$ cat src/rtl/cordic_vmod.sv
`default_nettype none
// cordic_vmod -- iterative vectoring-mode CORDIC: atan2(y,x) as a 32-bit turn value plus gain-compensated magnitude.
// Revision 1.0
module cordic_vmod #(
   parameter int unsigned ITER   = 16,
   parameter logic [15:0] K_COMP = 16'h9B75
) (
   input  logic        clk,
   input  logic        rst,
   input  logic        start,
   input  logic [17:0] x_in,
   input  logic [17:0] y_in,
   output logic        busy,
   output logic        done,
   output logic [31:0] phase_out,
   output logic [17:0] mag_out
);

   typedef enum logic [1:0] {
      S_IDLE   = 2'd0,
      S_ITER   = 2'd1,
      S_FINISH = 2'd2
   } state_t;

   localparam logic [31:0] C_THETA [32] = '{
      32'h20000000, 32'h12E4051E, 32'h09FB385B, 32'h051111D4,
      32'h028B0D43, 32'h0145D7E1, 32'h00A2F61E, 32'h00517C55,
      32'h0028BE53, 32'h00145F2F, 32'h000A2F98, 32'h000517CC,
      32'h00028BE6, 32'h000145F3, 32'h0000A2FA, 32'h0000517D,
      32'h000028BE, 32'h0000145F, 32'h00000A30, 32'h00000518,
      32'h0000028C, 32'h00000146, 32'h000000A3, 32'h00000051,
      32'h00000029, 32'h00000014, 32'h0000000A, 32'h00000005,
      32'h00000003, 32'h00000001, 32'h00000001, 32'h00000000
   };

   state_t             state_q, state_d;
   logic signed [31:0] x_q, x_d, y_q, y_d;
   logic [31:0]        z_q, z_d;
   logic [4:0]         cnt_q, cnt_d;
   logic               busy_q, busy_d, done_q, done_d;
   logic [31:0]        phase_q, phase_d;
   logic [17:0]        mag_q, mag_d;

   logic signed [31:0] w_x_ld, w_y_ld, w_x_sh, w_y_sh;
   logic [35:0]        w_prod;
   logic [19:0]        w_mag20;

   // Two guard bits above the 18-bit input keep -(-2^17) and the CORDIC gain in range.
   assign w_x_ld  = {{2{x_in[17]}}, x_in, 12'b0};
   assign w_y_ld  = {{2{y_in[17]}}, y_in, 12'b0};
   assign w_x_sh  = x_q >>> cnt_q;
   assign w_y_sh  = y_q >>> cnt_q;
   assign w_prod  = {16'b0, x_q[31:12]} * {20'b0, K_COMP};
   assign w_mag20 = 20'(w_prod >> 16);

   always_comb begin
      state_d = state_q;
      x_d     = x_q;
      y_d     = y_q;
      z_d     = z_q;
      cnt_d   = cnt_q;
      busy_d  = busy_q;
      done_d  = 1'b0;
      phase_d = phase_q;
      mag_d   = mag_q;
      case (state_q)
         S_IDLE: begin
            if (start) begin
               cnt_d   = 5'd0;
               busy_d  = 1'b1;
               state_d = S_ITER;
               if (!x_in[17]) begin
                  x_d = w_x_ld;
                  y_d = w_y_ld;
                  z_d = 32'h0000_0000;
               end else if (!y_in[17]) begin
                  x_d = w_y_ld;
                  y_d = -w_x_ld;
                  z_d = 32'h4000_0000;
               end else begin
                  x_d = -w_y_ld;
                  y_d = w_x_ld;
                  z_d = 32'hC000_0000;
               end
            end
         end
         S_ITER: begin
            if (!y_q[31]) begin
               x_d = x_q + w_y_sh;
               y_d = y_q - w_x_sh;
               z_d = z_q + C_THETA[cnt_q];
            end else begin
               x_d = x_q - w_y_sh;
               y_d = y_q + w_x_sh;
               z_d = z_q - C_THETA[cnt_q];
            end
            cnt_d = cnt_q + 5'd1;
            if (cnt_q == 5'(ITER - 1)) begin
               state_d = S_FINISH;
            end
         end
         S_FINISH: begin
            phase_d = z_q;
            mag_d   = (|w_mag20[19:18]) ? 18'h3FFFF : w_mag20[17:0];
            done_d  = 1'b1;
            busy_d  = 1'b0;
            state_d = S_IDLE;
         end
         default: state_d = S_IDLE;
      endcase
   end

   always_ff @(posedge clk or negedge rst) begin
      if (!rst) begin
         state_q <= S_IDLE;
         x_q     <= '0;
         y_q     <= '0;
         z_q     <= '0;
         cnt_q   <= '0;
         busy_q  <= 1'b0;
         done_q  <= 1'b0;
         phase_q <= '0;
         mag_q   <= '0;
      end else begin
         state_q <= state_d;
         x_q     <= x_d;
         y_q     <= y_d;
         z_q     <= z_d;
         cnt_q   <= cnt_d;
         busy_q  <= busy_d;
         done_q  <= done_d;
         phase_q <= phase_d;
         mag_q   <= mag_d;
      end
   end

   assign busy      = busy_q;
   assign done      = done_q;
   assign phase_out = phase_q;
   assign mag_out   = mag_q;

endmodule
`default_nettype wire
$ cat config.mk
export PLATFORM = sky130hd
export DESIGN_NAME = cordic_vmod
export DESIGN_NICKNAME = d
export VERILOG_FILES = /design/src/rtl/cordic_vmod.sv
export SDC_FILE = /design/constraint.sdc
export NUM_CORES = 1
export LEC_CHECK = 0
export ABC_AREA = 1
export CORE_UTILIZATION = 50
export CTS_CLUSTER_DIAMETER = 100
export DETAILED_ROUTE_END_ITERATION = 6
export DONT_BUFFER_PORTS = 1
export PLACE_DENSITY = 0.62
export SLEW_MARGIN = 20
export SYNTH_ARGS = -nofsm -noshare
export SYNTH_HDL_FRONTEND = slang
export SYNTH_SLANG_ARGS = --single-unit
$ cat constraint.sdc
create_clock -name clk -period 14.7 [get_ports clk]
set_input_delay 1.47 -clock clk [delete_from_list [all_inputs] [get_ports clk]]
set_output_delay 1.47 -clock clk [all_outputs]
set_load 0.03 [all_outputs]
==> impl_metrics.toml, run 1 <==
[outcome]
result_of_the_run = "complete, but fails checks"
violated_checks = "DRC"

[worst_setup_path]
setup.worst_path.end_class = "flip-flop"
worstSetupStartpointType = "flip-flop"
arrival_ps = 7120
crit_path_max_fanout = 18
critical_path_required_ps = 15080
crit_type = "flip-flop to flip-flop"

[drt]
drtPass1Iterations = 7
drcViolationCount = 11
drtIter0Drc = 2276
drt_wl_total_mm = 86.51
wire_per_inst_um = 19.87
ant_nets = 0
via_count = 25250
route.detailed.vias_per_inst = 5.798

[timing]
tightest_slew_ps = 1111
slew_viol_final = 0
setup_total_negative_slack_ps = 0
timing.clock.skew_ps = 16.72
period_utilisation_layout_pct = 45.85
max_clock_freq_mhz = 148.4
setup_viol = 0
rsz0062_at_grt = "false"
maxSlewHeadroom_pct = 25.36
hold_viol = 0
period_needed_ps = 6740

[cts]
post-cts-setup-buffers = 0
cts_hold_buf = 0
ctsRootBufferMaster = "clkbuf_16"
cts.path.max_buffers = 2
clock-sinks = 155
clk_latency_ps = 500
post_cts_resized = 0
cts_tree = "yes"
htree_num_levels = 4
tritoncts.num_buffers = 17
clk_transition_reported_paths_ps = 70

[synthesis]
mappedNetlistArea_sq_um = 24790
synthFlopType = "dfrtp_1"
ys_ff_latch = 155
synth_edf_count = 0
yosysSeqAreaShare_pct = 15.65
synthesis.yosys.warnings = 0
synthesis.instances = 3770
synthesis.area_per_instance_sq_um = 6.574
mappedNetlistNets = 4189
count_of_different_cell_masters_after_synthesis = 62
postSynth.asyncResetShare_pct = 100.0

[floorplanning]
i_o_pin_count = 91
die_width_um = 224.6
floorplan.initialDensity_pct = 50.63
die-height_um = 224.6
placeableCoreArea_sq_um = 48950
die_area_sq_um = 50470
core.rowCount = 81

[cells_and_area]
layout_commonest_cell = "nand2_1"
fillerInstances = 5061
area_delta_synth_final_pct = 3.660
finalNetCount = 4096
final_layout_size_suffix_gt1_share_pct = 3.279
layout.cells.most_common_list = "nand2_1, inv_1, nand3_1"
antenna_diode_count = 0

[placed_design]
place_congestion = 0.9978
hpwlAfterDp_mm = 68.95
portBuffers = 0

[global_route]
gr-total-overflow = 0
first_global_vias = 23960
grt_max_degree = 156
antenna_found_initial = 0
grt_pass1_wl_mm = 134.1
grt_util_all_layers_pct = 34.35

[hold_path]
hold_path.class = "flip-flop to flip-flop"

[job]
cap_violations = 0
[cells by family after synthesis]
group | count (synthesis) | share of synthesized area (%)
fa+ha+maj | 380 | 23.33
buf+inv | 650 | 10.56
xor+xnor | 129 | 4.559
flops | 155 | 15.65
compound gates | 690 | 15.85
simple gates | 1766 | 30.05
[metal layers]
layer	GRT usage [%]	routed length (um)
met1	46.34	38800
met2	56.22	39650
met3	4.494	5163
met4	12.18	2888
met5	0	0
[cell usage after synthesis, types with 31 or more instances]
cell	instances	area, sq um
xnor2_1	44	385.4
buf_2	33	165.2
fa_1	137	2743
a21oi_1	232	1161
xor2_1	85	744.5
ha_1	243	3040
nand3_1	382	1912
inv_1	500	1877
nor2_1	277	1040
clkbuf_1	61	229.0
o21ai_0	258	1291
nand2_1	984	3694
dfrtp_1	155	3879
o22ai_1	31	193.9
[state kept, by name (all words and copies together) (netlist names)]
| name | flops |
|---|---|
| state_q | 2 |
| y_q | 32 |
| done | 1 |
| phase_out | 32 |
| z_q | 32 |
| cnt_q | 5 |
| mag_out | 18 |
| busy | 1 |
| x_q | 32 |
[worst max-delay path, stage by stage, from the launching register on]
cell	delay, ps
dfrtp_1	640
inv_1	280
fa_1	570
fa_1	520
inv_1	50
fa_1	500
inv_1	50
fa_1	470
inv_1	50
fa_1	530
inv_1	50
fa_1	520
inv_1	40
ha_1	340
a21oi_1	280
o21a_1	170
nor3_1	50
nor2_1	140
nand3_1	200
nand2_1	130
nand3_1	80
nand2_1	70
nand3_1	420
o21ai_0	380
nand2_1	70
[per-stage QoR]
| stage | hold WS (ps) | instance area [sq um] | cells | worst slack, ps | utilization [%] |
|---|---|---|---|---|---|
| 3_5_place_dp | 520.6 | 25130 | 4322 | 8013 | 51.33 |
| 3_3_place_gp | 516.9 | 25130 | 4322 | 8222 | 51.33 |
| 5_1_grt | 562.4 | 25690 | 4354 | 7414 | 52.49 |
| 4_1_cts | 543.9 | 25690 | 4354 | 8016 | 52.49 |
| 2_1_floorplan | 477.4 | 24790 | 3770 | 9045 | - |
| 6_report | 534.9 | 25690 | 4354 | 7960 | 52.49 |
[worst paths after layout]
path | from | end | slack, ps | cells after the start
max in group asynchronous | rst | y_q[15]$_DFFE_PN0P_ | 13730 | 0
worst max register to register | x_q[26]$_DFFE_PN0P_ | mag_out[17]$_DFFE_PN0P_ | 7960 | 24
min in group asynchronous | rst | mag_out[6]$_DFFE_PN0P_ | 670 | 0
worst min register to register | z_q[0]$_DFFE_PN0P_ | z_q[0]$_DFFE_PN0P_ | 530 | 2
worst max-delay path | x_q[26]$_DFFE_PN0P_ | mag_out[17]$_DFFE_PN0P_ | 7960 | 24
worst min-delay path | z_q[0]$_DFFE_PN0P_ | z_q[0]$_DFFE_PN0P_ | 530 | 2
[layout make-up]
| type | count | area, sq um | area share [%] |
|---|---|---|---|
| timing repair buffer | 22 | 165.2 | 0.6428 |
| inverter | 516 | 1942 | 7.558 |
| sequential | 155 | 3884 | 15.12 |
| clock buffer | 19 | 442.9 | 1.724 |
| clock inverter | 13 | 121.4 | 0.4724 |
| tap | 664 | 830.8 | 3.234 |
| multi-input combinational | 2965 | 18310 | 71.25 |
Power of run 1 is left out: the tool's default activity adds up to more than one toggle a clock period on the data nets, which glitch-free logic cannot reach.
==> inputs of run 2 (changes only) <==
- ABC_AREA: 1 -> 0
- PLACE_DENSITY: 0.62 -> 0.65
- clock period: 14.7 -> 5.6 ns (I/O delays scaled with it)
==> run 2 against run 1 <==
Effect of this change:
- the flow finishes with violations (DRC, setup timing)
- utilization up 13 points
- non-clock buffer count rose by 597
- area after synthesis fell by 2.1%
- worst setup slack got worse by 8600 ps
- sequential cell count is the same
- die area shrank 2.1%
- maximum frequency grew 8.8%
- cell area up 22%
- synthesized cell count shrank 26%
- critical endpoint is now mag_out[16]$_DFFE_PN0P_
- highest routed layer is now met5
- global-route usage is 0.13 points lower
==> impl_metrics.toml, run 2 <==
[hold_path]
hold_path.class = "input port to async pin"

[cells_and_area]
final_layout_size_suffix_gt1_share_pct = 31.12
layout_commonest_cell = "buf_4"
layout.cells.most_common_list = "buf_4, inv_1, nand2_1"
fillerInstances = 3958
design_area_sq_um = 31280
final-instance-count-excl-fill = 3905
finalNetCount = 3696
area_delta_synth_final_pct = 28.85
antenna_diode_count = 0

[floorplanning]
die-height_um = 222.3
floorplan.initialDensity_pct = 50.73
die_area_sq_um = 49430
i_o_pin_count = 91
die_width_um = 222.3
core.rowCount = 80
placeableCoreArea_sq_um = 47850

[drt]
met2RoutedLength_mm = 41.31
wire_per_inst_um = 21.99
drcViolationCount = 3
routedLengthMet1_mm = 34.48
via_count = 23920
drtIter0Drc = 1768
met3_wirelength_mm = 6.432
ant_nets = 0
route.detailed.vias_per_inst = 6.125
drt_wl_total_mm = 85.87
top_signal_layer_used = "met5"
drtPass1Iterations = 7

[synthesis]
ys_ff_latch = 155
synthesis.instances = 2786
synthFlopType = "dfrtp_1"
yosysSeqAreaShare_pct = 15.98
mappedNetlistNets = 3205
count_of_different_cell_masters_after_synthesis = 96
synthesis.yosys.warnings = 0
synthTopCellsByArea = "dfrtp_1, ha_1, fa_1"
synth_commonest_cells = "inv_1, nand2_1, ha_1"
synthesis.area_per_instance_sq_um = 8.712
synth_edf_count = 0
postSynth.asyncResetShare_pct = 100.0
yosys.area.top_type = "dfrtp_1"
synth_most_common_cell = "inv_1"
yosysTopAreaCellShare_pct = 15.98
mappedNetlistArea_sq_um = 24270

[global_route]
first_global_vias = 24140
grt_pass1_wl_mm = 131.5
grt_util_all_layers_pct = 34.21
antenna_found_initial = 2
gr-total-overflow = 0
grt_max_degree = 156

[placed_design]
number_of_cells_after_detailed_placement = 3786
hpwlAfterDp_mm = 65.45
placement.cell_area_sq_um = 28570
place_congestion = 0.9753
portBuffers = 0

[cts]
htree_num_levels = 4
cts_tree = "yes"
clock-sinks = 155
clk_transition_reported_paths_ps = 70
ctsRootBufferMaster = "clkbuf_16"
cts.path.max_buffers = 2
clk_latency_ps = 500
tritoncts.num_buffers = 17

[timing]
period_utilisation_layout_pct = 110.6
slew_viol_final = 0
maxSlewHeadroom_pct = 11.02
timing.clock.skew_ps = 17.99
max_clock_freq_mhz = 161.4
rsz0062_at_grt = "true"
hold_viol = 0
tightest_slew_ps = 1327
period_needed_ps = 6196
setup_viol = 27
layout_setup_ws_ps = -595.8

[worst_setup_path]
ff2ff_path_depth = 25
critical_path_required_ps = 5990
crit-reg2reg-launch = "x_q[20]$_DFFE_PN0P_"
setup.reg_to_reg.worst_slack_ps = -600
worst_r2r_end = "mag_out[16]$_DFFE_PN0P_"
crit_path_max_fanout = 18
setup.worst_path.end_class = "flip-flop"
crit_type = "flip-flop to flip-flop"
arrival_ps = 6580
worstSetupStartpointType = "flip-flop"

[job]
cap_violations = 0

[outcome]
violated_checks = "DRC, setup timing"
result_of_the_run = "complete, but fails checks"
-- run 2: cell count changes after synthesis, sizes merged, moves of 48 or more --
cell / change
nand2: -743
nand3: -309
inv: -246
o21ai: -116
mux4: +89
nor2: -83
a211oi: +80
a21oi: -63
mux2i: +50
xnor2: +48
-- run 2: how the worst max path moves through the flow --
stage	start	to	slack, ps
global route	x_q[20]$_DFFE_PN0P_	mag_out[9]$_DFFE_PN0P_	-850
CTS	x_q[21]$_DFFE_PN0P_	mag_out[1]$_DFFE_PN0P_	-750
detailed placement	x_q[19]$_DFFE_PN0P_	mag_out[1]$_DFFE_PN0P_	-1080
floorplan	x_q[23]$_DFFE_PN0P_	mag_out[7]$_DFFE_PN0P_	-490
global placement	x_q[19]$_DFFE_PN0P_	mag_out[1]$_DFFE_PN0P_	-860
finish	x_q[20]$_DFFE_PN0P_	mag_out[16]$_DFFE_PN0P_	-600
-- run 2: cell type report --
cell class	count	area, sq um	share of cell area, %
sequential	155	3906	12.49
multi-input combinational	2215	19940	63.75
timing repair buffer	619	5016	16.04
tap	615	769.5	2.460
inverter	269	1037	3.317
clock inverter	15	181.4	0.5801
clock buffer	17	425.4	1.360
-- run 2: what timing repair did --
action                                 CTS  global route
endpoints found under the hold margin  155             0
setup endpoints to repair               48            54
gates resized for setup                136           181
hold buffers                             1             0
pin swaps                               55           118
cloned                                   1             3
setup buffers                           45            40
-- run 2: worst max-delay path: stages, from the launching register on --
cell      delay (ps)
dfrtp_2          450
inv_4            100
fa_1             440
fa_1             510
inv_1             50
fa_1             530
fa_2             450
fa_1             500
inv_2             40
fa_1             480
inv_1             50
ha_2             170
a21o_1           180
a21o_1           180
a211oi_2         220
o21ai_2          120
o311ai_2         260
buf_4            180
a21oi_4           70
nor4_4           200
o31ai_2          110
buf_4            160
nor4_4           180
o31ai_4           90
buf_12           190
o22a_1           180
-- run 2: routing by layer --
layer	global-route usage (%)	vias to the layer above
li1	-	10980
met1	42.52	11790
met2	57.34	914
met3	7.035	229
met4	14.92	4
met5	0	-
-- run 2: per-stage QoR --
stage	hold slack, ps	util (%)	setup TNS [ps]	setup WS, ps
floorplan	264.4	-	-7618	-488.0
global placement	269.9	59.71	-20000	-855.7
detailed placement	271.2	59.72	-26220	-1080
CTS	97.25	63.17	-13490	-745.0
global route	100.7	65.37	-18670	-849.4
finish	61.44	65.37	-11660	-595.8
-- run 2: logic make-up (layout without fill, tap and decap cells) --
group,count (synthesis),after routing,synth area share (%)
and+or+nand+nor,743,743,14.34
AOI/OAI and AO/OA,733,733,19.97
buffers and inverters,416,920,7.124
adders and majority gates,380,380,23.83
xor gates and xnor gates,180,180,6.495
muxes,179,179,12.27
DFF,155,155,15.98
Power of run 2 is left out for the same reason.
